**src/rtl/ctrl_boot_loader_if.sv**
```systemverilog
// ctrl_boot_loader_if: SRAM and FLASH bus bundle driven by the boot loader.
// master: drives the SRAM address, strobes and write data, and the FLASH address, strobes and write data.
// master: receives the SRAM read data and the FLASH read data.
// slave: the memory side, with every direction reversed.
interface ctrl_boot_loader_if;
    logic [17:0] sram_adr;
    logic        sram_ce_n, sram_we_n, sram_oe_n, sram_ub_n, sram_lb_n;
    logic [15:0] sram_dat_w, sram_dat_r;
    logic [21:0] fl_adr;
    logic        fl_ce_n, fl_we_n, fl_oe_n, fl_rst_n;
    logic [7:0]  fl_dat_w, fl_dat_r;
    modport master (
        output sram_adr, sram_ce_n, sram_we_n, sram_oe_n, sram_ub_n, sram_lb_n, sram_dat_w,
        output fl_adr, fl_ce_n, fl_we_n, fl_oe_n, fl_rst_n, fl_dat_w,
        input  sram_dat_r, fl_dat_r
    );
    modport slave (
        input  sram_adr, sram_ce_n, sram_we_n, sram_oe_n, sram_ub_n, sram_lb_n, sram_dat_w,
        input  fl_adr, fl_ce_n, fl_we_n, fl_oe_n, fl_rst_n, fl_dat_w,
        output sram_dat_r, fl_dat_r
    );
endinterface

```
**src/rtl/ctrl_boot_loader.sv**
```systemverilog
// ctrl_boot_loader: copies a boot image from 8-bit FLASH into 16-bit SRAM, then reports the result over UART.
// clk_in/clk_out: the system clock and its pass-through copy. rst_ext: synchronous active-high reset.
// rst_out: held high until the copy is done. rst_minimig: released after boot unless it is held or an error occurred.
// boot_sel: selects the FLASH image base. ctrl_cfg: bit0 skips verify, bit1 holds rst_minimig.
// rom_status/ram_status: a FLASH or SRAM access is in progress. reg_status: one-cycle pulse when the copy is done.
// ctrl_status: {running, boot_sel, error, done}. mem: the SRAM and FLASH buses.
// uart_txd: sends 'O' or 'E' as 8N1. spi_*: parked.
module ctrl_boot_loader #(
    parameter int unsigned BOOT_WORDS = 4096,
    parameter logic [21:0] FL_BASE0   = 22'h000000,
    parameter logic [21:0] FL_BASE1   = 22'h200000,
    parameter int unsigned FL_WAIT    = 4,
    parameter int unsigned SR_WAIT    = 2,
    parameter int unsigned UART_DIV   = 434
) (
    input  logic                clk_in,
    input  logic                rst_ext,
    output logic                clk_out,
    output logic                rst_out,
    output logic                rst_minimig,
    input  logic                boot_sel,
    input  logic [3:0]          ctrl_cfg,
    output logic                rom_status,
    output logic                ram_status,
    output logic                reg_status,
    output logic [3:0]          ctrl_status,
    ctrl_boot_loader_if.master  mem,
    output logic                uart_txd,
    output logic                spi_cs_n,
    output logic                spi_clk,
    output logic                spi_do,
    input  logic                spi_di
);
    typedef enum logic [3:0] {IDLE, FRD_HI, FRD_LO, SWR, SWH, SRD, DONE, TX, END} state_t;
    localparam logic [15:0] FL_LAST  = 16'(FL_WAIT - 1);
    localparam logic [15:0] SR_LAST  = 16'(SR_WAIT - 1);
    localparam logic [15:0] DIV_LAST = 16'(UART_DIV - 1);
    localparam logic [18:0] I_LAST   = 19'(BOOT_WORDS - 1);
    state_t      state, state_n;
    logic [18:0] i;
    logic [15:0] cnt, word;
    logic [3:0]  bit_idx;
    logic        bsel, err, done, fl_last, sr_last, tick, word_end, last_word, unused_ok;
    logic [9:0]  frame;
    logic [21:0] base;
    assign fl_last   = cnt == FL_LAST;
    assign sr_last   = cnt == SR_LAST;
    assign tick      = state == TX && cnt == DIV_LAST;
    assign last_word = i == I_LAST;
    assign word_end  = (state == SWH && ctrl_cfg[0]) || (state == SRD && sr_last);
    assign done      = state inside {DONE, TX, END};
    assign base      = bsel ? FL_BASE1 : FL_BASE0;
    assign frame     = {1'b1, err ? 8'h45 : 8'h4F, 1'b0};
    always_ff @(posedge clk_in) begin
        if (rst_ext) begin
            state       <= IDLE;
            i           <= '0;
            cnt         <= '0;
            word        <= '0;
            bit_idx     <= '0;
            bsel        <= 1'b0;
            err         <= 1'b0;
            rst_minimig <= 1'b1;
        end else begin
            state <= state_n;
            cnt   <= (state_n != state || tick) ? '0 : cnt + 16'd1;
            if (state == IDLE) bsel <= boot_sel;
            if (state == FRD_HI && fl_last) word[15:8] <= mem.fl_dat_r;
            if (state == FRD_LO && fl_last) word[7:0] <= mem.fl_dat_r;
            if (state == SRD && sr_last && mem.sram_dat_r != word) err <= 1'b1;
            if (word_end) i <= i + 19'd1;
            if (tick) bit_idx <= bit_idx + 4'd1;
            if (done) rst_minimig <= ctrl_cfg[1] | err;
        end
    end
    always_comb begin
        state_n = state;
        case (state)
            IDLE:    state_n = FRD_HI;
            FRD_HI:  state_n = fl_last ? FRD_LO : FRD_HI;
            FRD_LO:  state_n = fl_last ? SWR : FRD_LO;
            SWR:     state_n = sr_last ? SWH : SWR;
            SWH:     state_n = ctrl_cfg[0] ? (last_word ? DONE : FRD_HI) : SRD;
            SRD:     state_n = sr_last ? (last_word ? DONE : FRD_HI) : SRD;
            DONE:    state_n = TX;
            TX:      state_n = (tick && bit_idx == 4'd9) ? END : TX;
            default: state_n = END;
        endcase
    end
    assign rom_status     = state == FRD_HI || state == FRD_LO;
    assign ram_status     = state == SWR || state == SWH || state == SRD;
    assign reg_status     = state == DONE;
    assign ctrl_status    = {rom_status | ram_status, bsel, err, done};
    assign rst_out        = rst_ext | ~done;
    assign clk_out        = clk_in;
    // 2i is even, so the low-byte address base+2i+1 is formed by setting bit 0 before the add
    assign mem.fl_adr     = rom_status ? base + {2'b00, i, state == FRD_LO} : '0;
    assign mem.fl_ce_n    = ~rom_status;
    assign mem.fl_oe_n    = ~rom_status;
    assign mem.fl_we_n    = 1'b1;
    assign mem.fl_rst_n   = state != IDLE;
    assign mem.fl_dat_w   = '0;
    assign mem.sram_adr   = ram_status ? i[17:0] : '0;
    assign mem.sram_dat_w = ram_status ? word : '0;
    assign mem.sram_ce_n  = ~ram_status;
    assign mem.sram_we_n  = state != SWR;
    assign mem.sram_oe_n  = state != SRD;
    assign mem.sram_ub_n  = state != SWR;
    assign mem.sram_lb_n  = state != SWR;
    assign uart_txd       = state == TX ? frame[bit_idx] : 1'b1;
    assign spi_cs_n       = 1'b1;
    assign spi_clk        = 1'b0;
    assign spi_do         = 1'b1;
    assign unused_ok      = &{1'b0, spi_di, ctrl_cfg[3:2]};
endmodule

```
**src/flat_wrapper.sv**
```systemverilog
// flat-port wrapper written by rule: the top's interface ports become plain ports
module ctrl_boot_loader_flat 
#(
    parameter int unsigned BOOT_WORDS = 4096,
    parameter logic [21:0] FL_BASE0   = 22'h000000,
    parameter logic [21:0] FL_BASE1   = 22'h200000,
    parameter int unsigned FL_WAIT    = 4,
    parameter int unsigned SR_WAIT    = 2,
    parameter int unsigned UART_DIV   = 434
)
  (clk_in, rst_ext, clk_out, rst_out, rst_minimig, boot_sel, ctrl_cfg, rom_status, ram_status, reg_status, ctrl_status, uart_txd, spi_cs_n, spi_clk, spi_do, spi_di, mem_sram_adr, mem_sram_ce_n, mem_sram_we_n, mem_sram_oe_n, mem_sram_ub_n, mem_sram_lb_n, mem_sram_dat_w, mem_fl_adr, mem_fl_ce_n, mem_fl_we_n, mem_fl_oe_n, mem_fl_rst_n, mem_fl_dat_w, mem_sram_dat_r, mem_fl_dat_r);
  ctrl_boot_loader_if mem_i ();
  input  logic clk_in;
  input  logic rst_ext;
  output logic clk_out;
  output logic rst_out;
  output logic rst_minimig;
  input  logic boot_sel;
  input  logic [3:0] ctrl_cfg;
  output logic rom_status;
  output logic ram_status;
  output logic reg_status;
  output logic [3:0] ctrl_status;
  output logic uart_txd;
  output logic spi_cs_n;
  output logic spi_clk;
  output logic spi_do;
  input  logic spi_di;
  output wire logic [$bits(mem_i.sram_adr)-1:0] mem_sram_adr;
  output wire logic [$bits(mem_i.sram_ce_n)-1:0] mem_sram_ce_n;
  output wire logic [$bits(mem_i.sram_we_n)-1:0] mem_sram_we_n;
  output wire logic [$bits(mem_i.sram_oe_n)-1:0] mem_sram_oe_n;
  output wire logic [$bits(mem_i.sram_ub_n)-1:0] mem_sram_ub_n;
  output wire logic [$bits(mem_i.sram_lb_n)-1:0] mem_sram_lb_n;
  output wire logic [$bits(mem_i.sram_dat_w)-1:0] mem_sram_dat_w;
  output wire logic [$bits(mem_i.fl_adr)-1:0] mem_fl_adr;
  output wire logic [$bits(mem_i.fl_ce_n)-1:0] mem_fl_ce_n;
  output wire logic [$bits(mem_i.fl_we_n)-1:0] mem_fl_we_n;
  output wire logic [$bits(mem_i.fl_oe_n)-1:0] mem_fl_oe_n;
  output wire logic [$bits(mem_i.fl_rst_n)-1:0] mem_fl_rst_n;
  output wire logic [$bits(mem_i.fl_dat_w)-1:0] mem_fl_dat_w;
  input wire logic [$bits(mem_i.sram_dat_r)-1:0] mem_sram_dat_r;
  input wire logic [$bits(mem_i.fl_dat_r)-1:0] mem_fl_dat_r;
  assign mem_sram_adr = mem_i.sram_adr;
  assign mem_sram_ce_n = mem_i.sram_ce_n;
  assign mem_sram_we_n = mem_i.sram_we_n;
  assign mem_sram_oe_n = mem_i.sram_oe_n;
  assign mem_sram_ub_n = mem_i.sram_ub_n;
  assign mem_sram_lb_n = mem_i.sram_lb_n;
  assign mem_sram_dat_w = mem_i.sram_dat_w;
  assign mem_fl_adr = mem_i.fl_adr;
  assign mem_fl_ce_n = mem_i.fl_ce_n;
  assign mem_fl_we_n = mem_i.fl_we_n;
  assign mem_fl_oe_n = mem_i.fl_oe_n;
  assign mem_fl_rst_n = mem_i.fl_rst_n;
  assign mem_fl_dat_w = mem_i.fl_dat_w;
  assign mem_i.sram_dat_r = mem_sram_dat_r;
  assign mem_i.fl_dat_r = mem_fl_dat_r;
  ctrl_boot_loader #(.BOOT_WORDS(BOOT_WORDS), .FL_BASE0(FL_BASE0), .FL_BASE1(FL_BASE1), .FL_WAIT(FL_WAIT), .SR_WAIT(SR_WAIT), .UART_DIV(UART_DIV)) u_core (.clk_in(clk_in), .rst_ext(rst_ext), .clk_out(clk_out), .rst_out(rst_out), .rst_minimig(rst_minimig), .boot_sel(boot_sel), .ctrl_cfg(ctrl_cfg), .rom_status(rom_status), .ram_status(ram_status), .reg_status(reg_status), .ctrl_status(ctrl_status), .mem(mem_i), .uart_txd(uart_txd), .spi_cs_n(spi_cs_n), .spi_clk(spi_clk), .spi_do(spi_do), .spi_di(spi_di));
endmodule
```
**config.mk**
```make
export PLATFORM = sky130hd
export DESIGN_NAME = ctrl_boot_loader_flat
export DESIGN_NICKNAME = d
export VERILOG_FILES = /design/src/rtl/ctrl_boot_loader_if.sv /design/src/rtl/ctrl_boot_loader.sv /design/src/flat_wrapper.sv
export SDC_FILE = /design/constraint.sdc
export NUM_CORES = 1
export LEC_CHECK = 0
export ABC_AREA = 0
export CAP_MARGIN = 20
export CELL_PAD_IN_SITES_DETAIL_PLACEMENT = 0
export CELL_PAD_IN_SITES_GLOBAL_PLACEMENT = 1
export CORE_MARGIN = 1
export CORE_UTILIZATION = 34
export CTS_CLUSTER_SIZE = 24
export DETAILED_ROUTE_END_ITERATION = 8
export HOLD_SLACK_MARGIN = 0.12
export PLACE_DENSITY_LB_ADDON = 0.1
export SETUP_SLACK_MARGIN = 0.1
export SLEW_MARGIN = 20
export SYNTH_ARGS = -nofsm -noshare
export SYNTH_HDL_FRONTEND = slang
export SYNTH_SLANG_ARGS = --single-unit
```
**constraint.sdc**
```tcl
create_clock -name clk_in -period 3.5 [get_ports clk_in]
set_input_delay 0.35 -clock clk_in [delete_from_list [all_inputs] [get_ports clk_in]]
set_output_delay 0.35 -clock clk_in [all_outputs]
set_load 0.05 [all_outputs]
```
==> results of run 1 <==
[worst max-delay path by stage]
| stage | end | cells past startpoint | start | slack [ns] |
|---|---|---|---|---|
| after floorplan | ctrl_status[3] | 7 | u_core.state[2] | 0.57 |
| after global placement | clk_out | 1 | clk_in | 0.73 |
| after detailed placement | u_core.cnt[2] | 7 | u_core.cnt[0] | 0.72 |
| after CTS | mem_sram_dat_w[3] | 6 | u_core.state[1] | 0.36 |
| after global routing | mem_sram_dat_w[12] | 6 | u_core.state[2] | 0.20 |
| final | mem_sram_dat_w[3] | 6 | u_core.state[1] | 0.37 |
[metal layers]
metal,GRT usage,part of all wire
met5,0,0
met4,0.0773,0.015
met3,0.0440,0.055
met2,0.265,0.44
met1,0.235,0.49
[stage by stage]
| stage | hold slack (ns) | worst slack, ns | total power (W) |
|---|---|---|---|
| 2_1_floorplan | 0.445 | 0.568 | 0.000896 |
| 3_3_place_gp | 0.491 | 0.728 | 0.000945 |
| 3_5_place_dp | 0.500 | 0.715 | 0.000947 |
| 4_1_cts | 0.472 | 0.360 | 0.00160 |
| 5_1_grt | 0.513 | 0.205 | 0.00164 |
| 6_report | 0.489 | 0.373 | 0.00158 |
[cell usage after synthesis, types with 3 or more instances]
library cell	n
a211oi_1	9
a211oi_2	10
a21oi_1	8
and2_1	52
and2_2	3
and4_1	3
buf_2	3
buf_4	21
clkbuf_1	13
dfxtp_1	62
ha_1	5
inv_1	11
mux2i_1	17
nand2_1	23
nand3_1	10
nand4_1	13
nor2_1	58
nor3_1	8
nor3b_1	4
nor4_1	18
or2_2	3
xnor2_1	26
xor2_1	26
[worst reg2reg max path, delay by kind of cell, from the launching register on]
kind / cells / cell delay [ns]
adder cells (fa/ha/maj): 1 / 0.18
flip-flops: 1 / 0.40
AND/OR/NAND/NOR: 3 / 1.17
AO/OA/AOI/OAI: 3 / 0.92
[power groups by stage]
| stage | logic (W) | clock network (W) | registers, W |
|---|---|---|---|
| after global routing | 0.000163 | 0.000768 | 0.000712 |
| after CTS | 0.000153 | 0.000733 | 0.000711 |
| after global placement | 0.000152 | 0.0000659 | 0.000728 |
| after floorplan | 0.000108 | 0.0000616 | 0.000727 |
| after detailed placement | 0.000153 | 0.0000659 | 0.000728 |
| final | 0.000152 | 0.000712 | 0.000712 |
[area by class of cell]
cell class / count / area [µm²] / area share
timing repair buffer: 109 / 1070 / 0.212
sequential: 62 / 1240 / 0.246
tap: 140 / 175 / 0.0348
clock inverter: 4 / 22.5 / 0.00447
multi-input combinational: 342 / 2290 / 0.455
clock buffer: 16 / 196 / 0.0390
inverter: 11 / 41.3 / 0.00819
[cells by family after synthesis]
group           Yosys count
compound gates           42
xor+xnor                 52
fa+ha+maj                 5
buf+inv                  54
flops                    62
mux                      19
other cells               2
simple gates            211
[registers in the layout (all words and copies together), names as in the netlist]
register	cells
u_core.bit_idx	4
u_core.bsel	1
u_core.cnt	16
u_core.err	1
u_core.i	19
u_core.rst_minimig	1
u_core.state	4
u_core.word	16
==> metrics.txt, run 1 <==
net switching power 0.000449 W; proportion of layout cells with a drive suffix above 1 0.105; RSZ-0062 raised after global routing false; clock skew 0.0184 ns; overall die width 108 µm; Post-synth ARST share 0; Cell variety after synth 54; Worst Min Path Start boot_sel; Finished Layout Cells 684; placed insts 665; most frequent cells in the layout clkdlybuf4s50_1 (101), dfxtp_1 (62), nor2_1 (57), and2_1 (52); Most used DFF post-synth dfxtp_1; critical path data required time 3.15 ns; I/O pins 119; Worst-Margin Slew 0.901 ns; number of setup buffers added after CTS 0; Fmax achieved 320 MHz; Leak 1.76 nW; Crit path max-delay family buffers and inverters; CTS tree done; CP max FO 36; Max Cap Viol 0; commonest non-fill, non-tap cell in the layout clkdlybuf4s50_1; IO buf count 102; yosys warns 0; Worst path slowest cell clkdlybuf4s50_1; Min-Delay Endpoint u_core.bsel; first-pass GRT wire length 15,800 µm; Crit Path Category register to primary output; Compound-Gate Fraction of Synth Area 0.0907; final hold vios 0; Hold Path Depth 3; core area 10,900 µm²; cts repair resizes 0; Final nets 576; ANT cells 0; Synth Area in Simple Gates 0.307; Post-synth EDFFs 0; grt ovf 0; Starting DRT DRC Count 86; Slew Viols, Final 0; top post-synthesis cells by area dfxtp_1 (32%), and2_1 (8.5%), xnor2_1 (6.0%), xor2_1 (6.0%), nor2_1 (5.7%); Mapped Cells 447; mux cell area share after synthesis 0.0504; HP Class input pin to register; share of the synthesized area in the top cell type 0.325; Final ANT Viol Nets 0; Post-CTS Hold Fix Bufs 0; Worst R2R Start u_core.cnt[0]; status finished, final reports clean; Via-to-Cell Ratio 4.87; Setup crit start kind register; Die ar. 11,700 µm²; RR Endpoint u_core.cnt[2]; combinational share of power 0.096; syn_area_per_cell 8.55 µm²; # rows 38; vias in the first global route 3,193; crit-path cells nand2_1 -> mux2_2 -> nor2_2 -> buf_4 -> and2_1 -> clkdlybuf4s50_1; Max-slew headroom 0.396; initial core utilization 0.351; worst reg-to-reg path cell count 7; sw frac 0.285; GRT Util Overall 0.175; Synth area leader dfxtp_1; sequential fraction of the synthesis area 0.325; Clk pwr share 0.452; Mapped Area 3820 µm²; final setup vio count 0; DR WL/cell 14.1 µm; sequential cell fraction of total power 0.452; Die Ht 108 µm; Worst VDD drop 519 µV; largest net degree at the start of global routing 42; Worst EP arrival 2.78 ns; crit-path max cell delay 0.81 ns; CP bufs+invs 2; routed vias 3,329; minimum clock period 3.13 ns; Placed Area 4830 µm²; DRT Wirelength 9610 µm; adder-cell share of the synthesized area 0.0164; Tcrit/Tclk final 0.893; xor and xnor area share after synthesis 0.119; fillers 1,104; Layout Area Growth over Synthesis 31.9%; GPL Wtd Cong 0.726; DPL Wire Length 6720 µm; Clock Latency Late Sink 0.44 ns; FF+latch count, synth 62; initial antenna violation count 0; FF-to-FF setup slack 0.73 ns; Pre-antenna DRT Iters 4; DRC viols 0; PwrDens 313 nW/µm²; setup tns final 0 ns; final core utilization 0.463; Cell Int Power 0.00113 W; crit end category primary output; CTS clock-pin slew for the worst setup and hold paths 0.07 ns; largest family of logic cells by synthesized area simple AND/OR/NAND/NOR gates; Finished Cell Area 5040 µm²
Power figures use the tool's default switching activity.
==> inputs of run 2 (changes only) <==
- CORE_UTILIZATION: 34 -> 37
- clock period: 3.5 -> 3.6 ns (I/O delays scaled with it)
==> run 2 against run 1 <==
  * First-iteration DRC count increased by 51%
  * Global-route usage increased by 0.63 points
  * Clock-buffer cell count decreased by 2
  * Via count decreased by 1.1%
  * Power increased by 5.9%
  * Flip-flop and latch count unchanged
  * Sequential share of layout area decreased by 0.28 points
  * Critical path type unchanged
  * Critical endpoint is now mem_sram_adr[7]
  * Highest routed layer unchanged
==> metrics.txt, run 2 (synthesis results as in run 1) <==
# rows 36 (-5.3%); grt ovf 0 (unchanged); Max Cap Viol 0 (unchanged); IO buf count 102 (unchanged); Fmax achieved 315 MHz; Die Ht 104 µm (-4.1%); critical path data required time 3.24 ns (+0.09 ns); cts repair resizes 0 (unchanged); Fin Hold WS 0.475 ns (-0.0139 ns); RSZ-0062 raised after global routing false; Largest Register u_core.i; CP max FO 32 (-11%); Post-CTS Hold Fix Bufs 0 (unchanged); DRC viols 0 (unchanged); crit-path cells nand2_1 -> mux2_2 -> nor2_2 -> buf_12 -> and2_1 -> clkdlybuf4s50_1; number of flip-flops in the largest register 19 (unchanged); Starting DRT DRC Count 130 (+51%); Leak 1.79 nW (+1.4%); initial core utilization 0.386 (+0.0347); CTS clock-pin slew for the worst setup and hold paths 0.07 ns (about the same); ANT cells 0 (unchanged); HP Class register to register; final setup vio count 0 (unchanged); overall die width 104 µm (-4.1%); Worst R2R Start u_core.cnt[0]; clock skew 0.0105 ns (-0.00787 ns); Crit Path Category register to primary output; CTS tree done; Slew Viols, Final 0 (unchanged); Worst path slowest cell clkdlybuf4s50_1; registers with the most flip-flops u_core.i: 19 flops, u_core.cnt: 16 flops, u_core.word: 16 flops; fillers 969 (-12%); DPL Wire Length 6700 µm (-0.25%); DRT Wirelength 9370 µm (-2.5%); Crit path max-delay family buffers and inverters; Worst-Margin Slew 0.897 ns (-0.00481 ns); FF-to-FF setup slack 0.81 ns (+0.08 ns); Layout Area Growth over Synthesis 33.4%; crit end category primary output; Worst VDD drop 264 µV (-49%); vias in the first global route 3,185 (-0.25%); number of setup buffers added after CTS 0 (unchanged); commonest non-fill, non-tap cell in the layout clkdlybuf4s50_1; Via-to-Cell Ratio 4.86 (about the same); Worst EP arrival 2.82 ns (+0.04 ns); Hold Path Depth 2 (-1); minimum clock period 3.18 ns; I/O pins 119 (unchanged); crit-path max cell delay 0.82 ns (about the same); GPL Wtd Cong 0.807 (+11%); worst reg-to-reg path cell count 7 (unchanged); Clock Latency Late Sink 0.43 ns (about the same); Setup crit start kind register; PwrDens 327 nW/µm² (+4.7%); DR WL/cell 13.8 µm (-1.5%); Tcrit/Tclk final 0.882; most frequent cells in the layout clkdlybuf4s50_1 (101), dfxtp_1 (62), nor2_1 (57), and2_1 (52); Max-slew headroom 0.399 (+0.00323); largest net degree at the start of global routing 40 (-4.8%); GRT Util Overall 0.182 (+0.00629); proportion of layout cells with a drive suffix above 1 0.108 (+0.00368); initial antenna violation count 0 (unchanged); CP bufs+invs 2 (unchanged); Worst Min Path Start u_core.bsel; final hold vios 0 (unchanged); Final ANT Viol Nets 0 (unchanged); setup tns final 0 ns (unchanged); RR Endpoint u_core.cnt[3]; Final nets 576 (unchanged); Pre-antenna DRT Iters 5 (+1); routed vias 3,293 (-1.1%); first-pass GRT wire length 15,700 µm (-0.61%); core area 9910 µm² (-9.0%); Min-Delay Endpoint u_core.bsel; status finished, final reports clean; Die ar. 10,700 µm² (-8.0%)
==> run 2: cell types whose count changed in the layout (fill, tap and decap cells not counted) <==
| cell | delta |
|---|---|
| bufinv_16 | +2 |
| buf_12 | +1 |
| clkinv_2 | -1 |
| buf_4 | -1 |
| clkbuf_1 | -2 |
| clkinvlp_4 | +1 |
==> run 2: metrics by stage <==
step                total power [W]  instances  utilization  setup WS (ns)  area [µm²]
floorplan                  0.000872        458            -          0.658        3860
global placement           0.000918        658        0.488          0.768        4830
detailed placement         0.000919        658        0.488          0.768        4830
CTS                         0.00169        677        0.515          0.375        5100
global route                0.00174        677        0.515          0.278        5100
finish                      0.00167        677        0.515          0.424        5100
==> run 2: worst max-delay path by stage <==
stage	startpoint	end	slack (ns)	depth (start not counted)
2_1_floorplan	u_core.state[2]	ctrl_status[3]	0.66	7
3_3_place_gp	clk_in	clk_out	0.77	1
3_5_place_dp	clk_in	clk_out	0.77	1
4_1_cts	u_core.state[1]	mem_sram_adr[7]	0.38	6
5_1_grt	u_core.state[2]	mem_sram_adr[7]	0.28	6
6_report	u_core.state[1]	mem_sram_adr[7]	0.42	6
==> run 2: power breakdown <==
part	switching [W]	internal [W]	leakage, nW
Combinational	0.0000949	0.0000519	1.16
Clock	0.000335	0.000495	0.134
Sequential	0.00000293	0.000689	0.500
==> run 2: final cells by class <==
| type | instances | area (µm²) | area share |
|---|---|---|---|
| inverter | 11 | 41.3 | 0.00810 |
| clock inverter | 6 | 85.1 | 0.0167 |
| multi-input combinational | 342 | 2290 | 0.450 |
| sequential | 62 | 1240 | 0.243 |
| tap | 133 | 166 | 0.0326 |
| timing repair buffer | 109 | 1080 | 0.212 |
| clock buffer | 14 | 189 | 0.0371 |
==> run 2: worst register-to-register path, delay by kind of cell (launching register included) <==
family,cells,cell delay [ns]
flops,1,0.40
simple gates,3,1.17
compound gates,3,0.96
fa+ha+maj,1,0.17
==> run 2: layer usage <==
metal / track usage / routed length [µm] / vias to the layer above
li1: - / - / 1677
met5: 0 / 0 / -
met1: 0.235 / 4680 / 1520
met2: 0.283 / 4080 / 86
met3: 0.0516 / 476 / 10
met4: 0.0745 / 133 / 0
==> inputs of run 3 (changes only) <==
- CORE_ASPECT_RATIO: default -> 0.9
- CORE_MARGIN: 1 -> 2
==> run 3 against run 2 <==
  * Wire length rose by 3.2%
  * Via count grew 1.0%
  * Critical path depth is 3 lower
  * Clock skew down 0.0053 ns
  * Register-to-register slack improved by 0.09 ns
  * Maximum frequency increased by 2.4%
  * Largest cell class unchanged
==> metrics.txt, run 3 (synthesis results as in run 1) <==
Via-to-Cell Ratio 4.94 (+1.5%); commonest non-fill, non-tap cell in the layout clkdlybuf4s50_1; Worst VDD drop 172 µV (-35%); # rows 35 (-2.8%); Clock Latency Late Sink 0.44 ns (about the same); Setup crit start kind clock port; Layout Area Growth over Synthesis 37.0%; final hold vios 0 (unchanged); CTS tree done; Hold Path Depth 2 (unchanged); DRT Wirelength 9670 µm (+3.2%); Worst-Margin Slew 0.889 ns (-0.00810 ns); Worst Min Path Start u_core.bsel; Fin Hold WS 0.484 ns (+0.00934 ns); final setup vio count 0 (unchanged); HP Class register to register; minimum clock period 3.11 ns (-0.0699 ns); clock skew 0.00524 ns (-0.00525 ns); grt ovf 0 (unchanged); RR Endpoint u_core.cnt[2]; cts repair resizes 0 (unchanged); IO buf count 102 (unchanged); Crit Path Category clock port to primary output; worst reg-to-reg path cell count 7 (unchanged); CP max FO 2 (-94%); Final ANT Viol Nets 0 (unchanged); overall die width 111 µm (+7.2%); Largest Register u_core.i; Max Cap Viol 0 (unchanged); Leak 1.87 nW (+4.2%); routed vias 3,327 (+1.0%); largest net degree at the start of global routing 41 (+2.5%); DPL Wire Length 6800 µm (+1.4%); Max-slew headroom 0.404 (+0.00543); vias in the first global route 3,116 (-2.2%); ANT cells 0 (unchanged); Worst R2R Start u_core.cnt[0]; Final nets 577 (+0.17%); Tcrit/Tclk final 0.863 (-0.0194); core area 10,200 µm² (+2.5%); GRT Util Overall 0.179 (-0.00303); initial core utilization 0.376 (-0.00950); Post-CTS Hold Fix Bufs 0 (unchanged); first-pass GRT wire length 15,800 µm (+0.48%); setup tns final 0 ns (unchanged); Worst EP arrival 2.75 ns (-0.07 ns); DR WL/cell 14.3 µm (+3.6%); number of setup buffers added after CTS 0 (unchanged); most frequent cells in the layout clkdlybuf4s50_1 (101), dfxtp_1 (62), nor2_1 (57), and2_1 (52); Pre-antenna DRT Iters 6 (+1); proportion of layout cells with a drive suffix above 1 0.108 (-0.000199); RSZ-0062 raised after global routing false; Min-Delay Endpoint u_core.bsel; number of flip-flops in the largest register 19 (unchanged); Starting DRT DRC Count 142 (+9.2%); registers with the most flip-flops u_core.i: 19 flops, u_core.cnt: 16 flops, u_core.word: 16 flops; CTS clock-pin slew for the worst setup and hold paths 0.05 ns (-0.02 ns); Die ar. 11,200 µm² (+3.9%); FF-to-FF setup slack 0.90 ns (+0.09 ns); I/O pins 119 (unchanged); crit end category primary output; Die Ht 100 µm (-3.1%); GPL Wtd Cong 0.840 (+4.1%); status finished, final reports clean; DRC viols 0 (unchanged); Fmax achieved 322 MHz (+2.4%); initial antenna violation count 0 (unchanged); critical path data required time 3.24 ns (about the same); Slew Viols, Final 0 (unchanged); PwrDens 390 nW/µm² (+19%)
## run 3: changes by cell type in the layout (fill, tap and decap cells not counted), sizes merged
cell,previous run,this run
buf,9,10
clkbuf,13,16
clkinv,2,1
clkinvlp,2,0
## run 3: metal layers
metal | track usage | share of wire | wire length [µm]
met5 | 0 | 0 | 0
met4 | 0.0845 | 0.017 | 162
met3 | 0.0507 | 0.057 | 551
met2 | 0.252 | 0.42 | 4070
met1 | 0.252 | 0.51 | 4880
## run 3: worst max path at each step
stage                         start                 to  slack (ns)
detailed placement           clk_in            clk_out        0.77
global route        u_core.state[1]  mem_sram_dat_w[2]        0.33
CTS                 u_core.state[1]  mem_sram_dat_w[2]        0.45
global placement             clk_in            clk_out        0.77
finish                       clk_in            clk_out        0.49
floorplan           u_core.state[2]     ctrl_status[3]        0.66
## run 3: layout make-up
type	count	area [µm²]
clock buffers	17	355
clock inverters	3	65.1
fillers	1019	4920
inverters	11	41.3
multi-input cells	342	2290
flip-flops and latches	62	1240
well taps	129	161
repair buffers	110	1080
## run 3: critical path, cell delays in order
cell	delay, ns
clkbuf_16	0.12
clkbuf_16	0.13
clkdlybuf4s50_1	0.70
## run 3: report_power, final
group          total (W)  leakage (nW)  internal [W]  switching, W
Sequential      0.000693         0.500      0.000690    0.00000293
Clock            0.00120         0.207      0.000822      0.000381
Combinational   0.000148          1.16     0.0000518     0.0000963
Total            0.00204          1.87       0.00156      0.000480
## run 3: stage by stage
stage	power [W]	std cells	cell area, µm²	worst slack, ns	util
5_1_grt	0.00211	674	5240	0.334	0.515
3_3_place_gp	0.000919	655	4820	0.768	0.475
2_1_floorplan	0.000872	458	3860	0.658	-
3_5_place_dp	0.000920	655	4820	0.768	0.475
4_1_cts	0.00207	674	5240	0.447	0.515
6_report	0.00204	674	5240	0.494	0.515
